$ cat src/rtl/mero_pkg.sv
// Shared definitions for the boot-copy controller and its neighbours.
//
// Contents:
//   boot_state_e    - controller state encoding (COPY_RD=0, COPY_WR=1, GAP=2, RUN=3)
//   MAP_FLASH_BASE  - default byte address of the boot image in flash
//   MAP_RAM_BASE    - default byte address of instruction RAM
//   word_addr()     - byte address of word <idx> in a region starting at <base>
//
// The memory-map constants are also used by the interconnect address decoder,
// so they live here rather than inside the controller.
package mero_pkg;

   typedef enum logic [1:0] {
      COPY_RD = 2'd0,
      COPY_WR = 2'd1,
      GAP     = 2'd2,
      RUN     = 2'd3
   } boot_state_e;

   localparam logic [31:0] MAP_FLASH_BASE = 32'h2000_0000;
   localparam logic [31:0] MAP_RAM_BASE   = 32'h0000_0000;

   // Plain 32-bit arithmetic: a region that runs past 2^32 wraps silently.
   function automatic logic [31:0] word_addr(input logic [31:0] base,
                                             input logic [31:0] idx);
      return base + (idx << 2);
   endfunction

endpackage

$ cat src/rtl/boot_copy_ctrl_if.sv
// Request/complete handshake used on both sides of the boot-copy controller
// (MMU instruction port and system interconnect).
//
// Signals:
//   rd, wr  - request strobes from the master; never both high
//   addr    - byte address of the request
//   wdata   - write data
//   ready   - one-cycle completion pulse from the slave
//   rdata   - read data, meaningful only in the cycle ready=1
//
// Handshake: the master raises rd or wr together with addr/wdata and holds all
// of them stable until it sees ready=1 for one cycle; the transfer completes on
// the clock edge that samples ready=1, and a new request may start in the next
// cycle. There is no separate acceptance phase.
//
// Modports:
//   master - drives the request, receives ready/rdata
//   slave  - receives the request, drives ready/rdata
interface boot_copy_ctrl_if;

   logic        rd;
   logic        wr;
   logic [31:0] addr;
   logic [31:0] wdata;
   logic        ready;
   logic [31:0] rdata;

   modport master (
      output rd, wr, addr, wdata,
      input  ready, rdata
   );

   modport slave (
      input  rd, wr, addr, wdata,
      output ready, rdata
   );

endinterface

$ cat src/rtl/boot_copy_ctrl.sv
// Boot-copy controller on the instruction path between the MMU and the
// interconnect. Out of reset it masters the bus and copies BOOT_WORDS words
// from FLASH_BASE to RAM_BASE (read, write, one idle cycle, repeat). While the
// copy runs the CPU side sees no ready. When the last word is written it
// becomes a purely combinational pass-through and stays that way until reset.
//
// Ports:
//   clk_i        - system clock
//   rst_i        - asynchronous active-low reset
//   cpu_hs       - slave side, requests from the MMU instruction port
//   bus_hs       - master side, requests to the interconnect
//   boot_done_o  - registered, high from the first cycle in RUN
//   state_o      - current controller state (observability)
module boot_copy_ctrl
   import mero_pkg::*;
#(
   parameter logic [31:0] FLASH_BASE = MAP_FLASH_BASE,
   parameter logic [31:0] RAM_BASE   = MAP_RAM_BASE,
   parameter int unsigned BOOT_WORDS = 1024
) (
   input  logic             clk_i,
   input  logic             rst_i,
   boot_copy_ctrl_if.slave  cpu_hs,
   boot_copy_ctrl_if.master bus_hs,
   output logic             boot_done_o,
   output boot_state_e      state_o
);

   // Counter holds 0..BOOT_WORDS; keep at least one bit for the empty image.
   localparam int CW = (BOOT_WORDS < 1) ? 1 : $clog2(BOOT_WORDS + 1);
   localparam logic [CW-1:0] LAST_IDX = (BOOT_WORDS < 1) ? '0 : CW'(BOOT_WORDS - 1);
   localparam boot_state_e RESET_STATE = (BOOT_WORDS == 0) ? RUN : COPY_RD;
   localparam logic DONE_AT_RESET = (BOOT_WORDS == 0);

   boot_state_e   state_r, state_nx;
   logic [CW-1:0] cnt_r, cnt_nx;
   logic [31:0]   word_r, word_nx;
   logic          done_r;

   // Ungated outputs; the reset gate is applied at the ports below.
   logic          rd_c, wr_c;
   logic [31:0]   addr_c, wdata_c;
   logic          cpu_ready_c;
   logic [31:0]   cpu_rdata_c;

   always_ff @(posedge clk_i or negedge rst_i) begin
      if (!rst_i) begin
         state_r <= RESET_STATE;
         cnt_r   <= '0;
         word_r  <= '0;
         done_r  <= DONE_AT_RESET;
      end else begin
         state_r <= state_nx;
         cnt_r   <= cnt_nx;
         word_r  <= word_nx;
         // RUN is terminal, so done tracks the state being entered.
         done_r  <= (state_nx == RUN);
      end
   end

   always_comb begin
      state_nx    = state_r;
      cnt_nx      = cnt_r;
      word_nx     = word_r;
      rd_c        = 1'b0;
      wr_c        = 1'b0;
      addr_c      = '0;
      wdata_c     = '0;
      cpu_ready_c = 1'b0;
      cpu_rdata_c = '0;

      case (state_r)
         COPY_RD: begin
            rd_c   = 1'b1;
            addr_c = word_addr(FLASH_BASE, 32'(cnt_r));
            if (bus_hs.ready) begin
               word_nx  = bus_hs.rdata;
               state_nx = COPY_WR;
            end
         end

         COPY_WR: begin
            wr_c    = 1'b1;
            addr_c  = word_addr(RAM_BASE, 32'(cnt_r));
            wdata_c = word_r;
            if (bus_hs.ready) begin
               cnt_nx   = cnt_r + CW'(1);
               state_nx = (cnt_r == LAST_IDX) ? RUN : GAP;
            end
         end

         // Mandatory idle cycle between words; a ready seen here is dropped.
         GAP: begin
            state_nx = COPY_RD;
         end

         RUN: begin
            rd_c        = cpu_hs.rd;
            wr_c        = cpu_hs.wr;
            addr_c      = cpu_hs.addr;
            wdata_c     = cpu_hs.wdata;
            cpu_ready_c = bus_hs.ready;
            cpu_rdata_c = bus_hs.rdata;
         end

         default: begin
            state_nx = RESET_STATE;
         end
      endcase
   end

   // While reset is held everything is forced low, including the pass-through
   // path of an image-less build that already sits in RUN.
   assign bus_hs.rd    = rst_i & rd_c;
   assign bus_hs.wr    = rst_i & wr_c;
   assign bus_hs.addr  = rst_i ? addr_c : '0;
   assign bus_hs.wdata = rst_i ? wdata_c : '0;
   assign cpu_hs.ready = rst_i & cpu_ready_c;
   assign cpu_hs.rdata = rst_i ? cpu_rdata_c : '0;

   assign boot_done_o  = done_r;
   assign state_o      = state_r;

endmodule

$ cat src/flat_wrapper.sv
// flat-port wrapper written by rule: the top's interface ports become plain ports
module boot_copy_ctrl_flat import mero_pkg::*;
#(
   parameter logic [31:0] FLASH_BASE = MAP_FLASH_BASE,
   parameter logic [31:0] RAM_BASE   = MAP_RAM_BASE,
   parameter int unsigned BOOT_WORDS = 1024
)
  (clk_i, rst_i, boot_done_o, state_o, cpu_hs_rd, cpu_hs_wr, cpu_hs_addr, cpu_hs_wdata, cpu_hs_ready, cpu_hs_rdata, bus_hs_rd, bus_hs_wr, bus_hs_addr, bus_hs_wdata, bus_hs_ready, bus_hs_rdata);
  boot_copy_ctrl_if cpu_hs_i ();
  boot_copy_ctrl_if bus_hs_i ();
  input  logic clk_i;
  input  logic rst_i;
  output logic boot_done_o;
  output boot_state_e state_o;
  input wire logic [$bits(cpu_hs_i.rd)-1:0] cpu_hs_rd;
  input wire logic [$bits(cpu_hs_i.wr)-1:0] cpu_hs_wr;
  input wire logic [$bits(cpu_hs_i.addr)-1:0] cpu_hs_addr;
  input wire logic [$bits(cpu_hs_i.wdata)-1:0] cpu_hs_wdata;
  output wire logic [$bits(cpu_hs_i.ready)-1:0] cpu_hs_ready;
  output wire logic [$bits(cpu_hs_i.rdata)-1:0] cpu_hs_rdata;
  output wire logic [$bits(bus_hs_i.rd)-1:0] bus_hs_rd;
  output wire logic [$bits(bus_hs_i.wr)-1:0] bus_hs_wr;
  output wire logic [$bits(bus_hs_i.addr)-1:0] bus_hs_addr;
  output wire logic [$bits(bus_hs_i.wdata)-1:0] bus_hs_wdata;
  input wire logic [$bits(bus_hs_i.ready)-1:0] bus_hs_ready;
  input wire logic [$bits(bus_hs_i.rdata)-1:0] bus_hs_rdata;
  assign cpu_hs_i.rd = cpu_hs_rd;
  assign cpu_hs_i.wr = cpu_hs_wr;
  assign cpu_hs_i.addr = cpu_hs_addr;
  assign cpu_hs_i.wdata = cpu_hs_wdata;
  assign cpu_hs_ready = cpu_hs_i.ready;
  assign cpu_hs_rdata = cpu_hs_i.rdata;
  assign bus_hs_rd = bus_hs_i.rd;
  assign bus_hs_wr = bus_hs_i.wr;
  assign bus_hs_addr = bus_hs_i.addr;
  assign bus_hs_wdata = bus_hs_i.wdata;
  assign bus_hs_i.ready = bus_hs_ready;
  assign bus_hs_i.rdata = bus_hs_rdata;
  boot_copy_ctrl #(.FLASH_BASE(FLASH_BASE), .RAM_BASE(RAM_BASE), .BOOT_WORDS(BOOT_WORDS)) u_core (.clk_i(clk_i), .rst_i(rst_i), .cpu_hs(cpu_hs_i), .bus_hs(bus_hs_i), .boot_done_o(boot_done_o), .state_o(state_o));
endmodule
$ cat config.mk
export PLATFORM = sky130hd
export DESIGN_NAME = boot_copy_ctrl_flat
export DESIGN_NICKNAME = d
export VERILOG_FILES = /design/src/rtl/mero_pkg.sv /design/src/rtl/boot_copy_ctrl_if.sv /design/src/rtl/boot_copy_ctrl.sv /design/src/flat_wrapper.sv
export SDC_FILE = /design/constraint.sdc
export NUM_CORES = 1
export LEC_CHECK = 0
export CAP_MARGIN = 20
export CORE_AREA = 2 2 79 81
export DETAILED_ROUTE_END_ITERATION = 16
export DIE_AREA = 0 0 81 83
export DONT_BUFFER_PORTS = 1
export SYNTH_ARGS = -nofsm -noshare
export SYNTH_HDL_FRONTEND = slang
export SYNTH_SLANG_ARGS = --single-unit
$ cat constraint.sdc
create_clock -name clk_i -period 2.27 [get_ports clk_i]
set_clock_uncertainty 0.1 [all_clocks]
set_input_delay 0.454 -clock clk_i [delete_from_list [all_inputs] [get_ports clk_i]]
set_output_delay 0.454 -clock clk_i [all_outputs]
set_load 0.01 [all_outputs]
# Word-level counts from Yosys, hierarchy flattened
# Index checks and enable logic that the tools add are counted.
[word_totals]
reg_bits = 46
inputBits = 101
output_inout_bits = 102
elab_cells = 30
[op_classes]
n_addsub = 2
eq_ne = 5
n_mux = 13
bitwise = 3
reduce_logical = 3
[ops]
columns = ["cell", "count"]
rows = [
  ["2-to-1 mux 32 bit", 4],
  ["case mux 32 bit (3 select lines)", 1],
  ["case mux 32 bit (2 select lines)", 1],
  ["adder 30 x 13 -> 31 bit, first input constant", 1],
  ["adder 11 x 1 -> 11 bit, second input constant", 1],
  ["equality test 11 x 10 -> 1 bit, second input constant", 1],
  ["equality test 2 bit, second input constant", 3],
  ["case mux 2 bit (3 select lines)", 1],
  ["2-to-1 mux 2 bit", 2],
  ["case mux 1 bit (2 select lines)", 2],
  ["AND reduction 2 bit", 2],
  ["bitwise AND 1 bit", 3],
  ["equality test 2 x 1 -> 1 bit, second input constant", 1],
  ["logical NOT 2 bit", 1],
  ["2-to-1 mux 1 bit", 2],
]

# Longest topological paths before layout
[depth]
ltp_word = 5
mapped_depth = 7
ltp_nobuf = 5

# Worst setup path after synthesis
# OpenSTA, ideal clock, no wires.
[synth_timing]
kind = "flip-flop to output port"
start = "register u_core.state_r[1] (netlist: u_core.state_o[1])"
end = "output port bus_hs_wdata[22]"
arrival_ps = 1510
required_ps = 1716
slack_ps = 206
stages_incl_launch_ff = 8
path_buffers = 3
path_cell_list = "dfrtp_1 -> inv_1 -> ha_1 -> buf_2 -> and2_1 -> clkbuf_1 -> buf_2 -> a22o_1"
[synth_between]
elab_chain_len = 3
word_cells_on_any_way = 4
cone_classes = "eq/ne (2); mux (2)"
[synth_rtl]
columns = ["item", "line", "rtl"]
rows = [
  ["start: declaration", "boot_copy_ctrl.sv:35", "boot_state_e state_r, state_nx;"],
  ["start signal: assignment", "boot_copy_ctrl.sv:53", "state_r <= state_nx;"],
  ["equality test 2 bit or equality test 2 x 1 -> 1 bit (tied branches)", "boot_copy_ctrl.sv:72", "case (state_r)"],
  ["case mux 32 bit (2 select lines) *", "boot_copy_ctrl.sv:72", ""],
  ["2-to-1 mux 32 bit *", "boot_copy_ctrl.sv:117", "assign bus_hs.wdata = rst_i ? wdata_c : '0;"],
  ["end: declaration", "flat_wrapper.sv:24", "output wire logic [$bits(bus_hs_i.wdata)-1:0] bus_hs_wdata;"],
]
# Mark *: on every way between the ends. The rest lies on a longest branch, timed or not.

# Final worst setup path
[layout_timing]
start = "register u_core.state_r[1] (netlist: u_core.state_o[1])"
end = "output port bus_hs_addr[12]"
[layout_between]
elab_chain_len = 3
word_cells_on_any_way = 5
cone_classes = "eq/ne (2); mux (2); reduce/logical (1)"
[layout_rtl]
columns = ["item", "line", "rtl"]
rows = [
  ["equality test 2 bit (tied with other cells)", "boot_copy_ctrl.sv:72", ""],
  ["case mux 32 bit (3 select lines) *", "boot_copy_ctrl.sv:72", ""],
  ["2-to-1 mux 32 bit *", "boot_copy_ctrl.sv:116", "assign bus_hs.addr = rst_i ? addr_c : '0;"],
  ["end: declaration", "flat_wrapper.sv:23", "output wire logic [$bits(bus_hs_i.addr)-1:0] bus_hs_addr;"],
]
# Marks and branches as above.

==> results.yml <==
global_routing:
  grt_antenna_before_repair: 0
  grt-ovfl-total: 0
  grt_start_max_net_pins: 47
  gr-usage-met1: 0.2182
  vias_in_the_first_global_route: 1973
  grt_pass1_wl_um: 9715
  grt_met2_use: 0.3238
  grt.met3_usage: 0.05543
  gr-usage-all-layers: 0.1867
  top_usage_layer: "met2"
die:
  dieArea_mm2: 0.006723
  core_area_mm2: 0.005816
  standard_cell_rows: 28
  start_util: 0.4733
  die_w_um: 81
  number_of_ports_placed_on_the_die_boundary: 203
  fp.dieH_um: 83
critical_path:
  arrival_ns: 1.71
  critical_path.startpoint: "u_core.state_o[1]"
  timing.critical_path.fanout_max: 7
  worst-setup-path-type: "reg -> out"
  crit_path_end_kind: "output port"
  r2r-start: "u_core.state_o[0]"
  crit_path_cell_trace: "inv_4 > ha_4 > nor2_4 > nor3b_4 > buf_6 > a22o_1"
  critical-path-max-stage-delay_ns: 0.52
  critical_path_required_ns: 1.72
  critical_path.startpoint_type: "flop"
  critical_path_slowest_stage_cell: "dfrtp_2"
sta:
  post_layout_minimum_cycle_time_ns: 2.263
  finalHoldViolCount: 0
  worst_max_slew_margin_expressed_relative_to_the_limit: 0.7863
  fmax_mhz: 441.9
  setup_viol: 0
  grt_setup_unrepaired: "true"
  post-route-period-util: 0.9969
  worst_pin_slew_ns: 0.3187
  drv_slew: 0
  worst_slack_ns: 0.007070
place:
  place.detailed.hpwl_um: 4689
  finalWeightedCongestion: 0.7537
  postPlaceCellArea_mm2: 0.002844
  numPortBuffers: 0
  worst_slack_at_placement_ns: 0.1442
cts:
  clk_pin_slew_ns: 0.08
  clk_latency_ns: 0.29
  clock_sinks: 46
  cts_tree: "yes"
  clock_tree.buffer_depth: 2
  cts_max_level: 2
  cts_inserted_buffers: 5
  cts-root-buf: "clkbuf_8"
finish:
  final_layout_size_suffix_gt1_frac: 0.2644
  antennaDiodeCount: 0
  post_route_standard_cell_area_excluding_fillers_mm2: 0.003319
  fill_cells: 525
  area_taken_by_multi_input_logic_gates_mm2: 0.001689
  ff_latch_area_mm2: 0.001154
  layout.nets: 367
  area_growth_syn_to_layout_pct: 20.59
run:
  maxCapViolCount: 0
drt:
  drtIter0Drc: 48
  vias: 2114
  post_drt_wl_per_cell_um: 21.13
  drt-total-wl_um: 7098
  remaining_drc_errors: 0
  drt_pass1_iterations: 4
  via_per_inst: 6.292
  antenna_violating_nets_post_route: 0
power:
  power_per_cell_area_mw_per_mm2: 1135
  vdd_ir_drop_max_uv: 548.1
  cellLeakagePower_nw: 1.573
synthesis:
  yosysWarningCount: 0
  synth_top_cells_by_area: "dfrtp_1, a22o_1, mux2_1"
  synth-seq-cells: 46
  synth_top_cells_by_count: "dfrtp_1, a22o_1, and3_1, mux2_1, and2_1"
  yosys.cell_count.top_type: "dfrtp_1"
  synth-async-reset-ratio: 1.000
  synthFlopType: "dfrtp_1"
  synth_cells: 260
  post-synth-top-area-cell: "dfrtp_1"
  synth_edf_count: 0
  synthesis.area_mm2: 0.002753
  synthesis.area_per_instance_um2: 10.59
  synth_nets: 367
  netlist.area_leader.share: 0.4182
  ys_seq_area_frac: 0.4182
  synth_cell_types: 30
min_path:
  min_path_type: "in -> reg"
  hold_start: "bus_hs_rdata[28]"
run_status:
  outcome: "finished, final reports clean"
==> layout make-up <==
type,instances,share of cell area
multi-input combinational,186,0.5089
clock buffer,5,0.02073
timing repair buffer,17,0.07652
sequential,46,0.3475
tap,75,0.02827
clock inverter,3,0.01206
inverter,4,0.006031
==> final timing paths <==
kind                            slack (ns)                end  cells past startpoint
worst max-delay path                 0.007    bus_hs_addr[12]                      6
worst min-delay path                  0.18  u_core.word_r[28]                      1
worst max register to register        0.36  u_core.word_r[29]                      6
worst min register to register        0.40  u_core.word_r[10]                      1
max in group asynchronous             1.29  u_core.state_o[0]                      2
min in group asynchronous             0.57  u_core.word_r[14]                      2
==> repair_timing <==
item                                    CTS  global route
endpoints found under the setup margin   66            66
gates resized for setup                  21            41
pin swaps                                 4             5
buffers inserted                          1             1
hold endpoints to repair                 46             0
hold buffers                              2             0
gates cloned                              1             3
==> power by group <==
group          internal, mW  switching [mW]
clock                 0.324           0.269
sequential             1.18           0.310
combinational         0.839           0.843
==> logic make-up (layout without fill, tap and decap cells) <==
group	Yosys count	count (layout)	share of synthesized area
buf+inv	28	29	0.04455
mux	33	33	0.1350
simple gates	87	87	0.1877
flops	46	46	0.4182
xor+xnor	10	10	0.03182
fa+ha+maj	6	6	0.02727
compound gates	50	50	0.1555
==> routing by layer <==
metal / part of all wire / vias up
li1: - / 945
met1: 0.38 / 1030
met2: 0.52 / 135
met3: 0.092 / 4
met4: 0.0070 / 0
met5: 0 / -
==> through the flow <==
step | power [mW] | utilization | setup TNS [ns] | hold slack [ns] | instances
6_report | 3.767 | 0.5708 | 0 | 0.1841 | 336
5_1_grt | 4.024 | 0.5708 | -1.329 | 0.1670 | 336
4_1_cts | 3.553 | 0.5280 | -0.001427 | 0.1738 | 332
3_5_place_dp | 2.805 | 0.4890 | 0 | 0.05970 | 320
3_3_place_gp | 2.773 | 0.4890 | 0 | 0.05962 | 320
2_1_floorplan | 2.480 | - | 0 | 0.05841 | 260
==> registers in the layout (all words and copies together), names as in the netlist <==
register	flops
u_core.boot_done_o	1
u_core.word_r	32
u_core.cnt_r	11
u_core.state_o	2
==> layout by cell type, fill, tap and decap left out, types with 2 or more instances in the layout <==
cell type  netlist  final
and2_1          23      2
buf_12           0      4
clkbuf_16        0      2
a22o_4           0      9
inv_1            4      2
inv_4            0      2
mux2_1          33     33
ha_4             0      4
nor2_1           6      4
clkbuf_8         0      5
ha_1             6      2
xor2_1           5      5
dfrtp_2          0      2
a21oi_1          2      2
buf_6            0      3
buf_4            0      5
dfrtp_1         46     44
clkinv_2         0      2
and2_4           0     21
nand3_1          4      4
a22o_1          43     34
nor3_1           2      2
nand2_1          8      7
xnor2_1          5      5
and3_1          33     33
==> critical path: cells and delay by family (launching register included) <==
family,cells,cell delay (ns)
and+or+nand+nor,2,0.27
buffers and inverters,2,0.29
adders and majority gates,1,0.16
AOI/OAI and AO/OA,1,0.18
DFF,1,0.52
(Power assumes the default switching activity.)
